[config.mk]
export PLATFORM = sky130hd
export DESIGN_NAME = store_drain_ctrl
export DESIGN_NICKNAME = d
export VERILOG_FILES = /design/src/rtl/store_drain_ctrl_pkg.sv /design/src/rtl/store_drain_ctrl_counter.sv /design/src/rtl/store_drain_ctrl.sv
export SDC_FILE = /design/constraint.sdc
export NUM_CORES = 1
export LEC_CHECK = 0
export BUFFER_PORTS_ARGS = -buffer_cell sky130_fd_sc_hd__buf_2
export CORE_UTILIZATION = 48
export DETAILED_ROUTE_END_ITERATION = 8
export PLACE_DENSITY = 0.95
export SLEW_MARGIN = 10
export SYNTH_ARGS = -nofsm -noshare
export SYNTH_HDL_FRONTEND = slang
export SYNTH_SLANG_ARGS = --single-unit
[constraint.sdc]
create_clock -name clk -period 5.4 [get_ports clk]
set_input_delay 0.81 -clock clk [delete_from_list [all_inputs] [get_ports clk]]
set_output_delay 0.81 -clock clk [all_outputs]
set_load 0.01 [all_outputs]
[src/rtl/store_drain_ctrl_pkg.sv]
// Shared types for the store drain path: drain FSM encoding and the store request record.
// Latency: n/a (types and constants only).
// Backpressure: n/a; the request struct is carried by both the SQ head and the D-cache write port.
package store_drain_ctrl_pkg;

    // Drain FSM states.
    typedef enum logic [1:0] {
        DRAIN_IDLE = 2'd0,
        DRAIN_REQ  = 2'd1,
        DRAIN_WAIT = 2'd2
    } drain_state_t;

    // Plain-vector encodings of the drain states, used by the state register.
    localparam logic [1:0] ST_IDLE = DRAIN_IDLE;
    localparam logic [1:0] ST_REQ  = DRAIN_REQ;
    localparam logic [1:0] ST_WAIT = DRAIN_WAIT;

    // One store as it leaves the SQ head and enters the D-cache / uncached write port.
    typedef struct packed {
        logic [31:0] addr;
        logic [31:0] data;
        logic [3:0]  wstrb;
        logic        uncached;
    } store_req_t;

    localparam store_req_t STORE_REQ_ZERO = '0;

    // Builds a request record from the individual SQ head fields.
    function automatic store_req_t pack_store_req(
        input logic [31:0] addr,
        input logic [31:0] data,
        input logic [3:0]  wstrb,
        input logic        uncached
    );
        store_req_t r;
        r.addr     = addr;
        r.data     = data;
        r.wstrb    = wstrb;
        r.uncached = uncached;
        return r;
    endfunction

endpackage

[src/rtl/store_drain_ctrl_counter.sv]
// Saturating count of committed stores still sitting in the SQ (up on commit, down on pop).
// Latency: count reflects inc/dec one cycle after they are sampled.
// Backpressure: none; saturates at SQ_DEPTH, overflow and underflow are flagged by assertions.
module store_commit_counter #(
    parameter int SQ_DEPTH = 8,
    parameter int CNT_W    = $clog2(SQ_DEPTH + 1)
) (
    input  logic             clk,
    input  logic             rst,
    input  logic             inc,
    input  logic             dec,
    output logic [CNT_W-1:0] cnt
);

    localparam logic [CNT_W-1:0] CNT_MAX = CNT_W'(SQ_DEPTH);

    logic at_max;
    logic at_zero;

    assign at_max  = (cnt == CNT_MAX);
    assign at_zero = (cnt == '0);

    // Count update: simultaneous inc and dec cancel; saturate at both ends.
    always_ff @(posedge clk) begin
        if (rst) begin
            cnt <= '0;
        end else if (inc && !dec) begin
            if (!at_max) begin
                cnt <= cnt + CNT_W'(1);
            end
        end else if (dec && !inc) begin
            if (!at_zero) begin
                cnt <= cnt - CNT_W'(1);
            end
        end
    end

    // Protocol checks: no commit beyond SQ capacity, no pop without a committed entry.
    always_ff @(posedge clk) begin
        if (!rst) begin
            assert (!(inc && !dec && at_max))
                else $error("store_commit_counter: commit with count already at SQ_DEPTH");
            assert (!(dec && at_zero))
                else $error("store_commit_counter: pop with no committed store");
        end
    end

endmodule

[src/rtl/store_drain_ctrl.sv]
// Drains committed stores from the SQ head to the D-cache / uncached bus, one write at a time.
// Latency: fire_store at t -> dc_req_valid at t+2; cached stores issue every 2 cycles with ready high.
// Backpressure: request held stable until dc_req_ready; uncached writes also wait for dc_resp_done.
// Optional perf counters (pop count, stall cycles) are built when STORE_DRAIN_PERF_EN is defined.
module store_drain_ctrl
    import store_drain_ctrl_pkg::*;
#(
    parameter int SQ_DEPTH = 8,
    parameter int CNT_W    = $clog2(SQ_DEPTH + 1)
) (
    input  logic             clk,
    input  logic             rst,
    input  logic             fire_store,
    input  logic             flush,
    input  logic             sq_head_valid,
    input  logic [31:0]      sq_head_addr,
    input  logic [31:0]      sq_head_data,
    input  logic [3:0]       sq_head_wstrb,
    input  logic             sq_head_uncached,
    output logic             sq_pop,
    output logic [CNT_W-1:0] committed_cnt,
    output logic             dc_req_valid,
    output logic [31:0]      dc_req_addr,
    output logic [31:0]      dc_req_data,
    output logic [3:0]       dc_req_wstrb,
    output logic             dc_req_uncached,
    input  logic             dc_req_ready,
    input  logic             dc_resp_done,
    output logic             store_drained
`ifdef STORE_DRAIN_PERF_EN
    ,
    output logic [31:0]      perf_store_cnt,
    output logic [31:0]      perf_stall_cnt
`endif
);

    logic [1:0]       state_q;
    logic [1:0]       state_d;
    store_req_t       req_q;
    store_req_t       head;
    logic             pending;
    logic             launch;
    logic             unused_flush;

    // Flush never touches drain state: committed stores must always reach memory,
    // and the SQ itself trims the uncommitted tail.
    assign unused_flush = flush;

    assign head    = pack_store_req(sq_head_addr, sq_head_data, sq_head_wstrb, sq_head_uncached);
    assign pending = (committed_cnt != '0);
    assign launch  = (state_q == ST_IDLE) && pending && sq_head_valid;

    store_commit_counter #(
        .SQ_DEPTH (SQ_DEPTH),
        .CNT_W    (CNT_W)
    ) u_commit_cnt (
        .clk (clk),
        .rst (rst),
        .inc (fire_store),
        .dec (sq_pop),
        .cnt (committed_cnt)
    );

    // Next-state logic for the one-outstanding-write drain FSM.
    always_comb begin
        state_d = state_q;
        case (state_q)
            ST_IDLE: begin
                if (launch) begin
                    state_d = ST_REQ;
                end
            end
            ST_REQ: begin
                if (dc_req_ready) begin
                    state_d = req_q.uncached ? ST_WAIT : ST_IDLE;
                end
            end
            ST_WAIT: begin
                if (dc_resp_done) begin
                    state_d = ST_IDLE;
                end
            end
            default: begin
                state_d = ST_IDLE;
            end
        endcase
    end

    // State register; reset abandons any in-flight request.
    always_ff @(posedge clk) begin
        if (rst) begin
            state_q <= ST_IDLE;
        end else begin
            state_q <= state_d;
        end
    end

    // Capture the SQ head when a write is launched; held unchanged through REQ and WAIT.
    always_ff @(posedge clk) begin
        if (rst) begin
            req_q <= STORE_REQ_ZERO;
        end else if (launch) begin
            req_q <= head;
        end
    end

    // Cached stores retire on handshake; uncached ones only once the bus reports completion.
    always_comb begin
        sq_pop = 1'b0;
        case (state_q)
            ST_REQ:  sq_pop = dc_req_ready && !req_q.uncached;
            ST_WAIT: sq_pop = dc_resp_done;
            default: sq_pop = 1'b0;
        endcase
    end

    assign dc_req_valid    = (state_q == ST_REQ);
    assign dc_req_addr     = req_q.addr;
    assign dc_req_data     = req_q.data;
    assign dc_req_wstrb    = req_q.wstrb;
    assign dc_req_uncached = req_q.uncached;
    assign store_drained   = !pending && (state_q == ST_IDLE);

    // Committed entries must be visible at the SQ head whenever the drain is idle.
    always_ff @(posedge clk) begin
        if (!rst) begin
            assert (!((state_q == ST_IDLE) && pending && !sq_head_valid))
                else $error("store_drain_ctrl: committed stores pending but SQ head not valid");
        end
    end

`ifdef STORE_DRAIN_PERF_EN
    // Performance counters: retired stores, and cycles lost to backpressure or uncached completion.
    always_ff @(posedge clk) begin
        if (rst) begin
            perf_store_cnt <= '0;
            perf_stall_cnt <= '0;
        end else begin
            if (sq_pop) begin
                perf_store_cnt <= perf_store_cnt + 32'd1;
            end
            if ((dc_req_valid && !dc_req_ready) || (state_q == ST_WAIT)) begin
                perf_stall_cnt <= perf_stall_cnt + 32'd1;
            end
        end
    end
`endif

endmodule

# After elaboration in Yosys (flattened, before gate mapping)
# Cells that the tools add are included.
classes:
  n_reduce_logical: 16
  add_sub_neg: 2
  n_mux: 10
  eq_ne: 8
ops:
  columns: ["cell", "n"]
  rows:
  - ["2-to-1 mux 4 bit", 4]
  - ["2-to-1 mux 2 bit", 4]
  - ["inequality test 2 bit, second input constant", 4]
  - ["logical AND 1 bit", 6]
  - ["case mux 2 bit (3 select lines)", 1]
  - ["AND reduction 3 bit", 2]
  - ["adder 4 x 1 -> 4 bit, second input constant", 1]
  - ["== test 4 bit, second input constant", 1]
  - ["logical NOT 1 bit", 4]
  - ["logical NOT 4 bit", 1]
  - ["nonzero test 4 bit", 1]
  - ["subtractor 4 x 1 -> 4 bit, second input constant", 1]
  - ["== test 2 x 1 -> 1 bit, second input constant", 1]
  - ["== test 2 bit, second input constant", 1]
  - ["logical NOT 2 bit", 1]
  - ["inequality test 2 x 1 -> 1 bit, second input constant", 1]
  - ["case mux 1 bit (2 select lines)", 1]
  - ["nonzero test 2 bit", 1]
totals:
  ff_bits: 75
  out_inout_bits: 76
  inputBits: 76

# Depth between registers and ports, before layout
depth:
  word_depth: 7
  mapped_depth: 12
  mapped_depth_nobuf: 12

# Cells and area by module
# From an unflattened synthesis, not the netlist that was laid out.
unflattened:
  cells_unflattened: 362
  hier_area_um2: 2929.1
modules_own_cells:
  columns: ["mod", "cells_each", "n_inst", "area_per_inst_um2"]
  rows:
  - ["store_drain_ctrl", 326, 1, 2582.5]
  - ["store_commit_counter", 36, 1, 346.6]

# Worst setup path before layout
# Ideal clock, no wire load.
synth_path:
  kind: "input-to-reg"
  startpoint: "in dc_req_ready"
  endpoint: "reg u_commit_cnt.cnt[3]"
  setup_time_ps: 141
  arrival_ps: 2280
  setup_slack_ps: 2979
  path_buffers: 0
  required_time_ps: 5259
  path_stages: 10
  cell_sequence: "nand2_1 > o21ai_0 > nand2_1 > ha_1 > inv_1 > ha_1 > a21oi_1 > a2111oi_0 > o21ai_0 > o311ai_0"
synth_via:
  elab_chain_cells: 6
  elab_cells_between_ends: 10
  cone_classes: "eq/ne: 2; mux: 2; reduce/logical: 6"
synth_lines:
  columns: ["element", "line", "text"]
  rows:
  - ["start, declared", "store_drain_ctrl.sv:27", "input logic dc_req_ready,"]
  - ["logical AND 1 bit (*)", "store_drain_ctrl.sv:111", "ST_REQ: sq_pop = dc_req_ready && !req_q.uncached;"]
  - ["case mux 1 bit (2 select lines) (*)", "store_drain_ctrl.sv:110", "case (state_q)"]
  - ["logical NOT 1 bit", "store_drain_ctrl_counter.sv:27", "end else if (inc && !dec) begin"]
  - ["logical AND 1 bit", "store_drain_ctrl_counter.sv:27", null]
  - ["inequality test 2 bit (no line) or nonzero test 2 bit (tied branches)", null, null]
  - ["AND reduction 3 bit (no line)", null, null]
  - ["end signal, assigned", "store_drain_ctrl_counter.sv:29", "cnt <= cnt + CNT_W'(1);"]
  - ["end signal, assigned", "store_drain_ctrl_counter.sv:33", "cnt <= cnt - CNT_W'(1);"]
  - ["end, declared", "store_drain_ctrl_counter.sv:12", "output logic [CNT_W-1:0] cnt"]
# Mark *: on every way between the ends. The rest lies on a longest branch, timed or not.
# A chain may end at the register's enable or synchronous reset.

# Final worst setup path
layout_path:
  startpoint: "reg state_q[1]"
  endpoint: "reg u_commit_cnt.cnt[3]"
layout_via:
  elab_chain_cells: 6
  elab_cells_between_ends: 11
  cone_classes: "eq/ne: 4; mux: 2; reduce/logical: 5"
layout_lines:
  columns: ["element", "line", "text"]
  rows:
  - ["start, declared", "store_drain_ctrl.sv:37", "logic [1:0] state_q;"]
  - ["start signal, assigned", "store_drain_ctrl.sv:94", "state_q <= state_d;"]
  - ["== test 2 bit or == test 2 x 1 -> 1 bit (tied branches)", "store_drain_ctrl.sv:110", null]
  - ["case mux 1 bit (2 select lines) (*)", "store_drain_ctrl.sv:110", null]
  - ["logical NOT 1 bit", "store_drain_ctrl_counter.sv:27", null]
  - ["logical AND 1 bit", "store_drain_ctrl_counter.sv:27", null]
  - ["inequality test 2 bit (no line) or nonzero test 2 bit (tied branches)", null, null]
  - ["AND reduction 3 bit (no line)", null, null]
# Marks and branches as above.

==> results_dict.tcl <==
set metrics [dict create \
    drive_gt1_share_pct 38.0 \
    numPortBuffers 150 \
    rsz0062_at_grt "false" \
    skew_ns 0.0111 \
    fillerInstances 476 \
    worst_pin_slew_ns 0.831 \
    ff2ff_setup_slack_ns 2.74 \
    seq_area_frac_synth_pct 51.8 \
    synthFlopType "dfxtp_1" \
    grt_first_pass_wirelength_mm 10.9 \
    synth_top_area_share_pct 51.8 \
    drc 0 \
    antenna_cells 0 \
    leakagePower_nw 1.84 \
    place.gp.congestion 0.800 \
    synthAdderAreaFrac_pct 3.71 \
    cts_sinks 75 \
    top_layer "met4" \
    async_flop_share_pct 0 \
    root_buffer "clkbuf_8" \
    met2_length_mm 3.34 \
    finalMaxSlewViolations 0 \
    vias 2822 \
    final_nets 582 \
    utilization_pct 69.1 \
    die_h_um 79.7 \
    finalCritPeriodShare_pct 49.3 \
    syn2layout_area_growth_pct 35.3 \
    grt_pass1_vias 2617 \
    hold_buffers 0 \
    final_hold_viol_count 0 \
    core_um2 5680 \
    power_density_nw_per_um2 544 \
    grt_usage_pct 21.8 \
    totalWireLength_mm 6.72 \
    crit_path_end_kind "flop" \
    holdCritStartpoint "dc_req_addr[29]$_SDFFE_PP0P_" \
    synth_edf_count 0 \
    ctsResizeCount 0 \
    ys_types 28 \
    wl_met1_mm 2.80 \
    dieArea_um2 6350 \
    syn_inst 357 \
    ir_worst_vdd_v 0.000283 \
    r2r-end "u_commit_cnt.cnt[3]$_SDFFE_PP0P_" \
    yosysWarnings 0 \
    synth_top_family_by_area "simple AND/OR/NAND/NOR gates" \
    path_max_fanout 5 \
    grt_antenna_before_repair 0 \
    post-cts-setup-buffers 0 \
    yosysMostFrequentCell "nand2_1" \
    holdCritPathClass "reg -> reg" \
    cts_tree "yes" \
    clock_latency_ns 0.34 \
    globalRouteOverflowTotal 0 \
    tns_ns 0 \
    critical_path_class "reg -> reg" \
    synth_seq_cells 75 \
    clock_path_buffers 2 \
    pin_count 152 \
    required_ns 5.58 \
    grt_max_degree 80 \
    ff_latch_area_um2 1500 \
    period_minus_slack_ns 2.66 \
    cts.reportedPaths.clkPinSlew_ns 0.07 \
    fmax_mhz 376 \
    dp_hpwl_mm 4.62 \
    synth_mux_area_share_pct 0.346 \
    ys_top_cells_by_area "dfxtp_1, nand2_1, a21oi_1" \
    rows 27 \
    setup_viol 0 \
    cap_violations 0 \
    drt_iter0_markers 88 \
    yosysTopAreaCell "dfxtp_1" \
    start_util_pct 51.0 \
    slew_headroom_pct 44.6 \
    avgSynthCellArea_um2 8.11 \
    ant_nets 0 \
    multi_input_area_um2 1260 \
    synth_compound_area_share_pct 16.3 \
    reg2reg_from "state_q[1]$_SDFFE_PP0P_" \
    r2r_cells 12 \
    yosys.area_share.simple_pct 22.1 \
    crit_path_start_kind "flop" \
    whs_endpoint "dc_req_addr[29]$_SDFFE_PP0P_" \
    status "complete, no violations" \
    htreeDepth 3 \
    worstPathArrival_ns 2.84 \
    wl_met3_um 452 \
    viasPerCell 4.92 \
    synth_common_cells "nand2_1, dfxtp_1, a21oi_1" \
    synth_nets 441 \
    hold_depth 2 \
    die_w_um 79.7 \
    synth-xor-area-share_pct 0.907 \
    routedWlPerCell_um 11.7 \
    synth_area_um2 2900 \
    cts_buffers 9 \
    firstDrtPassIters 4 \
]
==> registers in the layout, summed over array words and instances, names as in the netlist <==
name	flops
u_commit_cnt.cnt	4
dc_req_data	32
state_q	2
dc_req_addr	32
dc_req_uncached	1
dc_req_wstrb	4
==> through the flow <==
stage	hold slack [ns]	cell area (µm²)	setup slack (ns)	power, mW	std cells
final	0.452	3920	2.74	2.13	574
after global routing	0.466	3920	2.39	2.28	574
after CTS	0.454	3920	2.71	2.16	574
after detailed placement	0.443	3660	2.52	1.59	559
after global placement	0.439	3660	2.68	1.56	559
after floorplan	0.463	2900	2.98	1.34	357
==> report_power, final <==
part | leakage, nW | switching [mW] | internal, mW
registers | 0.612 | 0.0944 | 0.700
logic | 1.09 | 0.482 | 0.298
clock network | 0.132 | 0.194 | 0.363
==> critical path: stages, from the launching register on <==
cell and delay (ns):
dfxtp_1 0.33, inv_1 0.11, ha_1 0.23, nand2_1 0.06, o21ai_0 0.16, nand2_1 0.11
ha_1 0.25, inv_1 0.16, ha_1 0.29, a21oi_1 0.29, a2111oi_0 0.17, o21ai_0 0.21
o311ai_0 0.14
==> cells by family (layout without fill, tap and decap cells) <==
| group | count (synthesis) | after routing |
|---|---|---|
| buf+inv | 31 | 176 |
| xor+xnor | 3 | 3 |
| flops | 75 | 75 |
| compound gates | 82 | 82 |
| mux | 1 | 1 |
| simple gates | 157 | 157 |
| fa+ha+maj | 8 | 8 |
==> worst max path at each step <==
stage	start	end	slack, ns	cells past startpoint
6_report	state_q[1]$_SDFFE_PP0P_	u_commit_cnt.cnt[3]$_SDFFE_PP0P_	2.74	12
5_1_grt	state_q[1]$_SDFFE_PP0P_	u_commit_cnt.cnt[3]$_SDFFE_PP0P_	2.39	12
4_1_cts	state_q[0]$_SDFFE_PP0P_	u_commit_cnt.cnt[3]$_SDFFE_PP0P_	2.71	12
3_5_place_dp	dc_req_ready	u_commit_cnt.cnt[3]$_SDFFE_PP0P_	2.52	11
3_3_place_gp	dc_req_ready	u_commit_cnt.cnt[3]$_SDFFE_PP0P_	2.68	11
2_1_floorplan	dc_req_ready	u_commit_cnt.cnt[3]$_SDFFE_PP0P_	2.98	10
==> per-layer routing <==
metal	GRT usage, %	up-vias
met3	5.60	12
met2	40.2	112
met4	10.9	0
met5	0	-
li1	-	1437
met1	22.7	1261
==> layout by cell type, fill, tap and decap left out, types with 2 or more instances in the layout <==
| cell | n |
|---|---|
| buf_2 | 150 |
| nand2_1 | 133 |
| dfxtp_1 | 75 |
| a21oi_1 | 63 |
| nand2_2 | 10 |
| a21oi_2 | 10 |
| clkbuf_8 | 10 |
| inv_1 | 8 |
| ha_1 | 7 |
| nor2_1 | 4 |
| bufinv_16 | 4 |
| nor3_1 | 3 |
| xnor2_1 | 3 |
| buf_4 | 3 |
| o21ai_0 | 2 |
| nand3_1 | 2 |
| a2111oi_0 | 2 |
==> final cells by class <==
class | count | share of cell area, %
clock buffers | 10 | 3.51
clock inverters | 5 | 3.19
inverters | 8 | 0.766
multi-input cells | 251 | 32.2
flip-flops and latches | 75 | 38.3
well taps | 72 | 2.30
repair buffers | 153 | 19.7
Power figures use the tool's default switching activity.
